===== config.mk =====
export PLATFORM = sky130hd
export DESIGN_NAME = padframe_seq_ctrl
export DESIGN_NICKNAME = d
export VERILOG_FILES = /design/src/rtl/padframe_seq_ctrl.sv
export SDC_FILE = /design/constraint.sdc
export NUM_CORES = 1
export LEC_CHECK = 0
export BUFFER_PORTS_ARGS = -buffer_cell sky130_fd_sc_hd__buf_4
export CELL_PAD_IN_SITES_DETAIL_PLACEMENT = 0
export CELL_PAD_IN_SITES_GLOBAL_PLACEMENT = 1
export CORE_MARGIN = 5
export CORE_UTILIZATION = 42
export DETAILED_ROUTE_END_ITERATION = 8
export GPL_TIMING_DRIVEN = 0
export MAX_ROUTING_LAYER = met4
export PLACE_DENSITY_LB_ADDON = 0.1
export SYNTH_ARGS = -nofsm -noshare
export SYNTH_HDL_FRONTEND = slang
export SYNTH_SLANG_ARGS = --single-unit

===== constraint.sdc =====
create_clock -name clock -period 1.6 [get_ports clock]
set_input_delay 0.4 -clock clock [delete_from_list [all_inputs] [get_ports clock]]
set_output_delay 0.4 -clock clock [all_outputs]
set_load 0.01 [all_outputs]

===== src/rtl/padframe_seq_ctrl.sv =====
// padframe_seq_ctrl
//   Control layer between the core and NUM_PADS bidirectional user pads.
//   - Per-pad config (oeb_force, inp_dis, hold) loaded through a serial
//     shift chain into a shadow register, then copied to the active set.
//   - Power-on sequencer releases pads GROUP at a time every STAGGER cycles
//     once the synchronised porb is high, to limit simultaneous switching.
//   - Pad inputs are synchronised; the external reset pad is glitch-filtered.
// Ports
//   clock, resetb           core clock, async active-low reset
//   porb                    async power-on-reset-bar (synchronised here)
//   cfg_shift/sdi/sdo       serial config chain (sdo = chain MSB)
//   cfg_latch               copy shadow chain into active config
//   core_out/core_oeb       core side drive data / output-enable-bar
//   core_in                 synchronised, input-disable-gated pad input
//   pad_out/oeb/inp_dis     registered pad cell controls
//   pad_in                  raw async pad input
//   rst_pad_in              raw reset pad level
//   rst_core_n              filtered reset to core
//   seq_done                all pads released

// One pad: registered output stage plus input synchroniser.
module padframe_seq_ctrl_lane #(
  parameter int SYNC_STAGES = 2
) (
  input  logic       clock,
  input  logic       resetb,
  input  logic       en,
  input  logic [2:0] cfg,       // [0] oeb_force, [1] inp_dis, [2] hold
  input  logic       core_out,
  input  logic       core_oeb,
  input  logic       pad_in,
  output logic       pad_out,
  output logic       pad_oeb,
  output logic       pad_inp_dis,
  output logic       core_in
);
  logic [SYNC_STAGES-1:0] sync;

  always_ff @(posedge clock or negedge resetb) begin
    if (!resetb) begin
      pad_out     <= 1'b0;
      pad_oeb     <= 1'b1;
      pad_inp_dis <= 1'b1;
    end else if (!en) begin
      // disable wins over hold
      pad_out     <= 1'b0;
      pad_oeb     <= 1'b1;
      pad_inp_dis <= 1'b1;
    end else begin
      pad_inp_dis <= cfg[1];
      if (!cfg[2]) begin
        pad_out <= core_out;
        pad_oeb <= core_oeb | cfg[0];
      end
    end
  end

  always_ff @(posedge clock or negedge resetb) begin
    if (!resetb) sync <= '0;
    else         sync <= {sync[SYNC_STAGES-2:0], pad_in};
  end

  // gate after the synchroniser so re-enabling shows the current pad level
  assign core_in = sync[SYNC_STAGES-1] & ~pad_inp_dis;
endmodule

module padframe_seq_ctrl #(
  parameter int               NUM_PADS    = 38,
  parameter int               CFG_W       = 3,
  parameter logic [CFG_W-1:0] CFG_RESET   = 3'b011,
  parameter int               GROUP       = 4,
  parameter int               STAGGER     = 8,
  parameter int               SYNC_STAGES = 2,
  parameter int               FILT_CYC    = 16
) (
  input  logic                clock,
  input  logic                resetb,
  input  logic                porb,
  input  logic                cfg_shift,
  input  logic                cfg_sdi,
  output logic                cfg_sdo,
  input  logic                cfg_latch,
  input  logic [NUM_PADS-1:0] core_out,
  input  logic [NUM_PADS-1:0] core_oeb,
  output logic [NUM_PADS-1:0] core_in,
  output logic [NUM_PADS-1:0] pad_out,
  output logic [NUM_PADS-1:0] pad_oeb,
  output logic [NUM_PADS-1:0] pad_inp_dis,
  input  logic [NUM_PADS-1:0] pad_in,
  input  logic                rst_pad_in,
  output logic                rst_core_n,
  output logic                seq_done
);
  localparam int TOTAL = NUM_PADS * CFG_W;
  localparam int EN_W  = $clog2(NUM_PADS + 1);
  localparam int TMR_W = (STAGGER > 1) ? $clog2(STAGGER) : 1;
  localparam int FC_W  = $clog2(FILT_CYC + 1);

  typedef enum logic [1:0] {S_OFF, S_RAMP, S_ON} state_t;

  // ---------------- porb synchroniser ----------------
  logic [1:0] porb_ff;
  logic       porb_sync;

  always_ff @(posedge clock or negedge resetb) begin
    if (!resetb) porb_ff <= '0;
    else         porb_ff <= {porb_ff[0], porb};
  end
  assign porb_sync = porb_ff[1];

  // ---------------- config chain ----------------
  logic [TOTAL-1:0] shadow, active;

  always_ff @(posedge clock or negedge resetb) begin
    if (!resetb) begin
      shadow <= {NUM_PADS{CFG_RESET}};
      active <= {NUM_PADS{CFG_RESET}};
    end else begin
      // NBA semantics: a same-cycle shift leaves active with the pre-shift chain
      if (cfg_latch) active <= shadow;
      if (cfg_shift) shadow <= {shadow[TOTAL-2:0], cfg_sdi};
    end
  end
  assign cfg_sdo = shadow[TOTAL-1];

  // ---------------- release sequencer ----------------
  state_t            state;
  logic [EN_W-1:0]   en_cnt;
  logic [TMR_W-1:0]  timer;

  always_ff @(posedge clock or negedge resetb) begin
    if (!resetb) begin
      state  <= S_OFF;
      en_cnt <= '0;
      timer  <= '0;
    end else if (!porb_sync) begin
      // losing power drops every pad; active config survives
      state  <= S_OFF;
      en_cnt <= '0;
      timer  <= '0;
    end else begin
      case (state)
        S_OFF: begin
          state  <= S_RAMP;
          en_cnt <= '0;
          timer  <= '0;
        end
        S_RAMP: begin
          if (timer == TMR_W'(STAGGER - 1)) begin
            timer <= '0;
            if (int'(en_cnt) + GROUP >= NUM_PADS) begin
              en_cnt <= EN_W'(NUM_PADS);
              state  <= S_ON;
            end else begin
              en_cnt <= en_cnt + EN_W'(GROUP);
            end
          end else begin
            timer <= timer + TMR_W'(1);
          end
        end
        S_ON:    ;
        default: state <= S_OFF;
      endcase
    end
  end

  // aligned with the pad stage so seq_done rises with the last group's pads
  always_ff @(posedge clock or negedge resetb) begin
    if (!resetb) seq_done <= 1'b0;
    else         seq_done <= (state == S_ON);
  end

  // ---------------- per-pad lanes ----------------
  for (genvar p = 0; p < NUM_PADS; p++) begin : g_lane
    padframe_seq_ctrl_lane #(
      .SYNC_STAGES(SYNC_STAGES)
    ) u_lane (
      .clock      (clock),
      .resetb     (resetb),
      .en         (en_cnt > EN_W'(p)),
      .cfg        (active[p*CFG_W +: 3]),
      .core_out   (core_out[p]),
      .core_oeb   (core_oeb[p]),
      .pad_in     (pad_in[p]),
      .pad_out    (pad_out[p]),
      .pad_oeb    (pad_oeb[p]),
      .pad_inp_dis(pad_inp_dis[p]),
      .core_in    (core_in[p])
    );
  end

  // ---------------- reset pad filter ----------------
  logic [1:0]      rst_ff;
  logic            rst_sync;
  logic [FC_W-1:0] filt_cnt;

  assign rst_sync = rst_ff[1];

  always_ff @(posedge clock or negedge resetb) begin
    if (!resetb) begin
      rst_ff     <= '0;
      filt_cnt   <= '0;
      rst_core_n <= 1'b0;
    end else begin
      rst_ff <= {rst_ff[0], rst_pad_in};
      if (rst_sync == rst_core_n) begin
        filt_cnt <= '0;
      end else if (filt_cnt == FC_W'(FILT_CYC - 1)) begin
        // this cycle is the FILT_CYC-th consecutive disagreement
        rst_core_n <= rst_sync;
        filt_cnt   <= '0;
      end else begin
        filt_cnt <= filt_cnt + FC_W'(1);
      end
    end
  end
endmodule


==> results.json, run 1 <==
{
  "status": "finished, violations left",
  "violations": "setup timing",
  "synth_cells": 1257,
  "grt_usage_pct": 20.0,
  "worstSetupPathType": "register to output pin",
  "peakVddDrop_v": 0.000767,
  "hold_start": "cfg_sdi",
  "htree_levels": 2,
  "ios": 276,
  "start_util_pct": 42.3,
  "cts_root_buf": "clkbuf_16",
  "grt_overflow": 0,
  "worst_path_max_delay_cell": "dfstp_2",
  "synth_area_um2": 17600,
  "clkTransAtPathRegs_ps": 60,
  "layout-drive-gt1-share_pct": 66.0,
  "synth_cell_types": 38,
  "grt_pass1_vias": 11300,
  "skew_ps": 12.6,
  "rows": 75,
  "clkLatencyLatePin_ps": 570,
  "async_reset_ff_share_pct": 100,
  "yosysTopAreaCell": "dfstp_2",
  "p_leak_nw": 10.4,
  "hpwl_mm": 30.5,
  "placeableCoreArea_um2": 41700,
  "cp_slowest_stage_delay_ps": 570,
  "fill_cells": 3458,
  "crit_end": "pad_inp_dis[18]",
  "synth-edff-count": 0,
  "regArea_um2": 11300,
  "die-area_um2": 46100,
  "yosysMostFrequentCell": "mux2_2",
  "cp.required_ps": 1200,
  "hold_class": "input pin to register",
  "r2r_start": "en_cnt[2]",
  "setup.worst_path.start": "g_lane[18].u_lane.pad_inp_dis",
  "first_iter_violations": 463,
  "worst_slack_ps": -126,
  "rsz0062_at_grt": "true",
  "grt_max_degree": 118,
  "clockBufferDepth": 3,
  "maxSlewViolCount": 0,
  "cp.depth": 2,
  "placed_area_um2": 20500,
  "multiInputGateArea_um2": 5610,
  "clock.fmax_mhz": 579,
  "ys_warn_count": 0,
  "reg2reg_slack_ps": -110,
  "critPathMostFrequentCell": "buf_6",
  "reg2reg_depth": 8,
  "timing.critical_path.buf_inv": 2,
  "post-route-min-period_ps": 1730,
  "hold_viol": 0,
  "reg2reg_to": "g_lane[34].u_lane.pad_inp_dis",
  "cts_sinks": 439,
  "synth_common_cells": "230 x mux2_2, 228 x dfstp_2, 211 x dfrtp_1",
  "tritoncts": "done",
  "antenna_cells": 0,
  "worst-endpoint-arrival_ps": 1330,
  "syn-num-nets": 1386,
  "tightest_slew_ps": 1120,
  "gp_congestion": 0.851,
  "yosys_most_used_dff": "dfstp_2",
  "relSlewSlack_pct": 25.2,
  "viasPerCell": 4.84,
  "port_buffers": 273,
  "final_area_um2": 23400,
  "vias": 10300,
  "drc": 0,
  "drtAntennaViolNets": 0,
  "totalWireLength_mm": 44.8,
  "power_density_nw_per_um2": 1070,
  "cp-start-kind": "register",
  "drtPass1Iterations": 4,
  "yosysSeqAreaShare_pct": 64.0,
  "cap_viol_max_count": 0,
  "grt_pass1_wl_mm": 68.9,
  "period_share_pct": 108,
  "crit_path_max_fanout": 2,
  "finalSetupViolCount": 113,
  "syn_to_final_growth_pct": 33.0,
  "antenna_found_initial": 0,
  "synth_top_area_share_pct": 34.0,
  "dieWidth_um": 215,
  "synthTopCellsByArea": "dfstp_2 34%, dfrtp_1 30%, mux2_2 15%",
  "end_kind": "output pin",
  "cpLargestDelayFamily": "flip-flops",
  "avgRoutedWirePerCell_um": 20.9,
  "dieHeight_um": 215,
  "cts_buffers": 48,
  "path_cells": "buf_6 > buf_6",
  "nNetsFinal": 1690,
  "dp_slack_ps": -828,
  "ys_ff_latch": 439,
  "synth.avg_cell_area_um2": 14.0
}
-- cells by family after synthesis --
group,count (synthesis),share of synthesized area [%]
flops,439,64.0
mux,268,16.9
simple gates,246,7.52
buf+inv,200,7.67
compound gates,92,3.16
fa+ha+maj,8,0.568
xor+xnor,4,0.199
-- power breakdown --
| part | switching (mW) | internal, mW |
|---|---|---|
| combinational | 0.705 | 1.03 |
| sequential | 0.537 | 12.2 |
| clock | 4.35 | 6.31 |
| total | 5.59 | 19.5 |
-- final cells by class --
type                       instances  area share (%)
multi-input combinational        618            24.0
buffer                            77            2.94
tap                              539            2.88
clock inverter                    10           0.321
inverter                           7           0.251
sequential                       439            48.2
clock buffer                      78            6.17
timing repair buffer             370            15.3
-- placed cells by master (no fill, tap or decap), types with 5 or more instances in the layout --
master,count
clkbuf_16,50
mux2_2,230
buf_4,170
nor2_1,41
nand2_2,5
o21ai_0,15
nor3_1,39
buf_2,12
dfstp_2,228
o22ai_1,8
clkinv_2,9
nor2b_1,43
or2_4,11
nand2_1,8
or2_2,16
nand2b_1,14
ha_4,5
a21oi_2,6
o21ai_4,5
dlygate4sd3_1,41
buf_6,194
clkbuf_8,13
nor2_4,5
a21oi_1,6
clkbuf_1,21
nor2b_2,38
mux2i_1,37
dfrtp_1,209
nand2_4,5
o21bai_1,16
a21oi_4,10
buf_1,11
-- per-stage QoR --
step	std cells	setup TNS [ps]	power [mW]	util [%]	hold WS [ps]
5_1_grt	2138	-14710	26.2	56.2	49.9
3_3_place_gp	2069	-1659070	14.5	48.8	332
6_report	2138	-7420	25.1	56.2	75.1
2_1_floorplan	1257	-35.7	13.7	-	104
3_5_place_dp	2073	-120570	14.6	49.1	335
4_1_cts	2123	-11980	25.5	55.3	40.4
-- sequential cells by signal, indices dropped and copies added, names as in the netlist, 2 cells and up --
| signal | cells |
|---|---|
| state | 2 |
| g_lane.u_lane.sync | 76 |
| rst_ff | 2 |
| en_cnt | 5 |
| g_lane.u_lane.pad_inp_dis | 38 |
| porb_ff | 2 |
| g_lane.u_lane.pad_oeb | 38 |
| filt_cnt | 5 |
| timer | 3 |
| g_lane.u_lane.pad_out | 38 |
| shadow | 114 |
| active | 114 |
-- metal layers --
| metal | share of wire (%) | vias to the layer above | GRT usage [%] | wire (um) |
|---|---|---|---|---|
| met5 | 0 | - | - | 0 |
| met4 | 1.8 | 0 | 4.17 | 816 |
| met3 | 4.9 | 61 | 4.26 | 2200 |
| met2 | 49 | 228 | 32.0 | 22000 |
| met1 | 44 | 5330 | 26.5 | 19800 |
| li1 | - | 4723 | - | - |
-- worst min path at each step --
stage | slack, ps | end | depth (start not counted)
final | 80 | shadow[0] | 2
after global routing | 50 | g_lane[21].u_lane.pad_out | 3
after CTS | 40 | shadow[0] | 2
after detailed placement | 330 | porb_ff[1] | 0
after global placement | 330 | g_lane[26].u_lane.sync[1] | 0
after floorplan | 100 | active[101] | 0
-- what timing repair did --
action                                  4_1_cts  5_1_grt
buffers inserted                             37       16
endpoints found under the hold margin        64        0
cloned                                        0        0
gates resized for setup                     332       62
endpoints found under the setup margin      266      186
pin swaps                                    18       20
hold buffers                                 41        0
Note: power is estimated with default switching activity, not from simulation.
==> inputs of run 2 (changes only) <==
--- a/config.mk
+++ b/config.mk
@@ -11,7 +11,6 @@
 export CORE_MARGIN = 5
 export CORE_UTILIZATION = 42
 export DETAILED_ROUTE_END_ITERATION = 8
-export GPL_TIMING_DRIVEN = 0
 export MAX_ROUTING_LAYER = met4
 export PLACE_DENSITY_LB_ADDON = 0.1
 export SYNTH_ARGS = -nofsm -noshare
==> run 2 against run 1 <==
Net effect: the flow still finishes with violations (setup timing); utilization fell by 1.7 points; final area fell by 3.0%; global-route usage fell by 2.2 points; final cell count fell by 0.65%; flip-flop and latch count did not move; largest cell class unchanged; highest routed layer unchanged.
==> results.json, run 2 (same netlist as run 1, synthesis figures left out) <==
{
  "viasPerCell": 4.74,
  "avgRoutedWirePerCell_um": 18.6,
  "worst-endpoint-arrival_ps": 1330,
  "multiInputGateArea_um2": 5250,
  "maxSlewViolCount": 0,
  "timing.critical_path.buf_inv": 1,
  "start_util_pct": 42.3,
  "tightest_slew_ps": 400,
  "cp-start-kind": "register",
  "antenna_found_initial": 0,
  "worstSetupPathType": "register to output pin",
  "finalSetupViolCount": 95,
  "vias": 10100,
  "clock.fmax_mhz": 580,
  "gp_congestion": 0.798,
  "grt_overflow": 0,
  "worst_path_max_delay_cell": "dfstp_2",
  "worst_slack_ps": -125,
  "cp.required_ps": 1200,
  "cp_slowest_stage_delay_ps": 570,
  "drtAntennaViolNets": 0,
  "relSlewSlack_pct": 73.3,
  "crit_path_max_fanout": 2,
  "utilization_pct": 54.5,
  "dieHeight_um": 215,
  "regArea_um2": 11300,
  "drc": 0,
  "placed_area_um2": 20100,
  "path_cells": "nor2b_1 > buf_4",
  "p_leak_nw": 10.2,
  "hpwl_mm": 28.2,
  "grt_pass1_vias": 11000,
  "power_mw": 25.1,
  "cpLargestDelayFamily": "flip-flops",
  "placeableCoreArea_um2": 41700,
  "final_area_um2": 22700,
  "violations": "setup timing",
  "port_buffers": 275,
  "first_iter_violations": 407,
  "tritoncts": "done",
  "skew_ps": 17.0,
  "cts_sinks": 439,
  "fill_cells": 3525,
  "post-route-min-period_ps": 1730,
  "final_common_cell": "buf_4",
  "end_kind": "output pin",
  "period_share_pct": 108,
  "nNetsFinal": 1675,
  "rows": 75,
  "cts_root_buf": "clkbuf_16",
  "die-area_um2": 46100,
  "layout_common_cells": "281 x buf_4, 230 x mux2_2, 228 x dfstp_2, 207 x dfrtp_1, 88 x buf_6",
  "cts_buffers": 47,
  "totalWireLength_mm": 39.6,
  "peakVddDrop_v": 0.000820,
  "ios": 276,
  "grt_max_degree": 73,
  "grt_usage_pct": 17.8,
  "reg.largest.list": "active x114, shadow x114, g_lane.u_lane.sync x76",
  "layout-drive-gt1-share_pct": 62.8,
  "hold_class": "input pin to register",
  "grt_pass1_wl_mm": 63.7,
  "clockBufferDepth": 3,
  "drtPass1Iterations": 4,
  "htree_levels": 2,
  "whs_ps": 71.6,
  "power_density_nw_per_um2": 1100,
  "clkTransAtPathRegs_ps": 60,
  "clkLatencyLatePin_ps": 570,
  "dieWidth_um": 215,
  "syn_to_final_growth_pct": 29.0,
  "status": "finished, violations left",
  "cap_viol_max_count": 0,
  "rsz0062_at_grt": "true",
  "hold_viol": 0
}
==> run 2: changes by cell type in the layout (fill, tap and decap cells not counted), moves of 9 or more <==
| cell | change |
|---|---|
| buf_4 | +111 |
| buf_6 | -106 |
| nor2b_1 | +32 |
| nor2b_2 | -31 |
| buf_12 | +18 |
| buf_2 | -12 |
| buf_1 | -11 |
| nand2_1 | +9 |
==> run 2: worst reg2reg max path, delay by kind of cell, from the launching register on <==
kind	cells	cell delay [ps]
buffers and inverters	1	140
adder cells (fa/ha/maj)	1	170
AO/OA/AOI/OAI	2	220
flip-flops	1	460
AND/OR/NAND/NOR	2	620
==> run 2: metal layers <==
layer / vias up / wire length, um / GRT usage [%]
met5: - / 0 / -
met4: 0 / 738 / 4.02
met3: 57 / 1920 / 3.94
met2: 205 / 19500 / 28.3
met1: 5105 / 17400 / 23.6
li1: 4700 / - / -
==> run 2: where the power goes <==
group / switching [mW] / total [mW] / internal [mW] / leakage, nW
sequential: 0.513 / 12.7 / 12.2 / 5.09
combinational: 0.663 / 1.78 / 1.11 / 4.35
clock: 4.28 / 10.6 / 6.33 / 0.745
total: 5.46 / 25.1 / 19.6 / 10.2
==> run 2: worst paths after layout <==
path                                                     from                   endpoint  slack (ps)  cells after the start
min in group asynchronous                              resetb  g_lane[27].u_lane.sync[0]         300                      2
worst min register to register       g_lane[6].u_lane.sync[0]   g_lane[6].u_lane.sync[1]         340                      0
max in group asynchronous                              resetb                 active[60]         590                      4
worst max-delay path            g_lane[18].u_lane.pad_inp_dis                core_in[18]        -130                      2
worst min-delay path                             core_out[28]  g_lane[28].u_lane.pad_out          70                      3
worst max register to register                      en_cnt[3]                  en_cnt[1]         -90                      6
==> run 2: timing repair <==
action	in CTS	in global routing
setup endpoints to repair	141	152
hold buffers	41	0
pin swaps	6	12
hold endpoints to repair	103	0
setup buffers	9	11
gates resized for setup	108	49
==> run 2: cell type report <==
type	instances	share of cell area (%)
multi-input cells	618	23.1
clock buffers	77	6.21
diodes	1	0.0110
inverters	7	0.138
well taps	539	2.97
repair buffers	433	17.5
flip-flops and latches	439	49.6
clock inverters	10	0.441
==> run 2: stage by stage <==
step | setup TNS, ps | instances | setup slack (ps)
global placement | -398 | 1976 | -88.3
detailed placement | -882 | 1976 | -112
global route | -11400 | 2123 | -203
floorplan | -35.7 | 1257 | -35.7
finish | -4530 | 2124 | -125
CTS | -9640 | 2113 | -177
==> inputs of run 3 (changes only) <==
--- a/config.mk
+++ b/config.mk
@@ -6,10 +6,11 @@
 export NUM_CORES = 1
 export LEC_CHECK = 0
 export BUFFER_PORTS_ARGS = -buffer_cell sky130_fd_sc_hd__buf_4
-export CELL_PAD_IN_SITES_DETAIL_PLACEMENT = 0
-export CELL_PAD_IN_SITES_GLOBAL_PLACEMENT = 1
+export CELL_PAD_IN_SITES_DETAIL_PLACEMENT = 2
+export CELL_PAD_IN_SITES_GLOBAL_PLACEMENT = 2
 export CORE_MARGIN = 5
-export CORE_UTILIZATION = 42
+export CORE_UTILIZATION = 35
+export CTS_BUF_LIST = sky130_fd_sc_hd__clkbuf_16
 export DETAILED_ROUTE_END_ITERATION = 8
 export MAX_ROUTING_LAYER = met4
 export PLACE_DENSITY_LB_ADDON = 0.1
==> run 3 against run 2 <==
Net effect: the flow still finishes with violations (setup timing); power is 0.47% higher; wire length is 17% higher; non-clock buffer count is 10 lower; utilization is 8.9 points lower; sequential power hardly changed; worst hold slack better by 1.2 ps; combinational power hardly changed; final cell count is 6.1% higher; final area is 0.31% higher; highest routed layer unchanged.
==> results.json, run 3 (same netlist as run 1, synthesis figures left out) <==
{
  "status": "finished, violations left",
  "violations": "setup timing",
  "cp-start-kind": "register",
  "dieHeight_um": 234,
  "post-route-min-period_ps": 1730,
  "maxSlewViolCount": 0,
  "hpwl_mm": 32.7,
  "ios": 276,
  "cts_sinks": 439,
  "final_cells": 2253,
  "avgRoutedWirePerCell_um": 20.5,
  "finalSetupViolCount": 107,
  "tritoncts": "done",
  "clock.fmax_mhz": 578,
  "start_util_pct": 35.2,
  "port_buffers": 275,
  "clkTransAtPathRegs_ps": 60,
  "worst_slack_ps": -131,
  "dieWidth_um": 234,
  "viasPerCell": 4.59,
  "crit_path_max_fanout": 2,
  "drc": 0,
  "reg.largest.list": "active x114, shadow x114, g_lane.u_lane.sync x76",
  "gp_congestion": 0.762,
  "worst-endpoint-arrival_ps": 1330,
  "fill_cells": 4872,
  "end_kind": "output pin",
  "grt_overflow": 0,
  "cp.depth": 2,
  "worstSetupPathType": "register to output pin",
  "nNetsFinal": 1668,
  "drtAntennaViolNets": 0,
  "grt_max_degree": 59,
  "period_share_pct": 108,
  "reg2reg_depth": 5,
  "p_leak_nw": 10.2,
  "post-place-cells": 2095,
  "vias": 10300,
  "totalWireLength_mm": 46.2,
  "rows": 82,
  "grt_pass1_vias": 11900,
  "power_density_nw_per_um2": 1110,
  "layout-drive-gt1-share_pct": 62.1,
  "grt_usage_pct": 17.2,
  "clockBufferDepth": 3,
  "worst_path_max_delay_cell": "dfstp_2",
  "antenna_cells": 0,
  "drtPass1Iterations": 4,
  "final_common_cell": "buf_4",
  "hold_class": "input pin to register",
  "placeableCoreArea_um2": 50000,
  "final_area_um2": 22800,
  "tightest_slew_ps": 401,
  "cap_viol_max_count": 0,
  "die-area_um2": 54900,
  "cts_root_buf": "clkbuf_16",
  "syn_to_final_growth_pct": 29.4,
  "relSlewSlack_pct": 73.3,
  "hold_viol": 0,
  "timing.critical_path.buf_inv": 1,
  "placed_area_um2": 20000,
  "clkLatencyLatePin_ps": 570,
  "antenna_found_initial": 0,
  "power_mw": 25.2,
  "cts_buffers": 50,
  "rsz0062_at_grt": "true",
  "cpLargestDelayFamily": "flip-flops",
  "whs_path_depth": 2,
  "path_cells": "nor2b_1 > buf_4",
  "cp_slowest_stage_delay_ps": 570,
  "layout_common_cells": "278 x buf_4, 230 x mux2_2, 228 x dfstp_2, 206 x dfrtp_1, 87 x buf_6",
  "first_iter_violations": 312,
  "peakVddDrop_v": 0.000673,
  "htree_levels": 2,
  "grt_pass1_wl_mm": 71.5,
  "skew_ps": 9.35,
  "cp.required_ps": 1200
}
run 3: cell count changes in the layout (fill, tap and decap cells not counted), sizes merged:
| cell | previous run | this run |
|---|---|---|
| inv | 7 | 22 |
| diode | 1 | 0 |
| clkinvlp | 0 | 1 |
| clkbuf | 77 | 53 |
| clkinv | 8 | 23 |
| buf | 392 | 382 |
run 3: path summary, 6_finish.rpt:
check                                         startpoint                            end  slack [ps]
setup / recovery           g_lane[34].u_lane.pad_inp_dis                    core_in[34]        -130
hold / removal                                   cfg_sdi                      shadow[0]          70
setup reg to reg                               en_cnt[3]                      en_cnt[1]         -70
hold reg to reg                g_lane[23].u_lane.sync[0]      g_lane[23].u_lane.sync[1]         340
max in group asynchronous                         resetb  g_lane[21].u_lane.pad_inp_dis         540
min in group asynchronous                         resetb                      active[8]         330
run 3: where the power goes:
part	internal [mW]	switching (mW)
Combinational	1.08	0.686
Clock	6.24	4.48
Sequential	12.2	0.533
Total	19.5	5.70
run 3: cell type report:
| cell class | count | area, um^2 | area share [%] |
|---|---|---|---|
| tap | 672 | 841 | 3.69 |
| clock buffer | 53 | 1330 | 5.82 |
| clock inverter | 41 | 214 | 0.939 |
| multi-input combinational | 618 | 5280 | 23.2 |
| inverter | 7 | 37.5 | 0.165 |
| sequential | 439 | 11300 | 49.5 |
| timing repair buffer | 423 | 3810 | 16.7 |
run 3: metal layers:
| metal | track usage [%] | wire length, um | vias up |
|---|---|---|---|
| li1 | - | - | 4673 |
| met1 | 22.4 | 20300 | 5424 |
| met2 | 28.3 | 23300 | 183 |
| met3 | 3.04 | 1900 | 55 |
| met4 | 3.85 | 741 | 0 |
| met5 | - | 0 | - |
run 3: what timing repair did:
action / CTS / global route
setup endpoints to repair: 150 / 155
hold buffers: 41 / 0
pin swaps: 3 / 13
cloned: 0 / 0
setup buffers: 14 / 11
gates resized for setup: 102 / 60
hold endpoints to repair: 67 / 0
run 3: through the flow:
stage	setup TNS, ps	util (%)	hold WS (ps)	setup slack [ps]
2_1_floorplan	-35.7	-	104	-35.7
3_3_place_gp	-1130	40.1	312	-201
3_5_place_dp	-2530	40.1	312	-254
4_1_cts	-10760	45.0	26.8	-177
5_1_grt	-11760	45.6	33.8	-194
6_report	-5000	45.6	72.9	-131
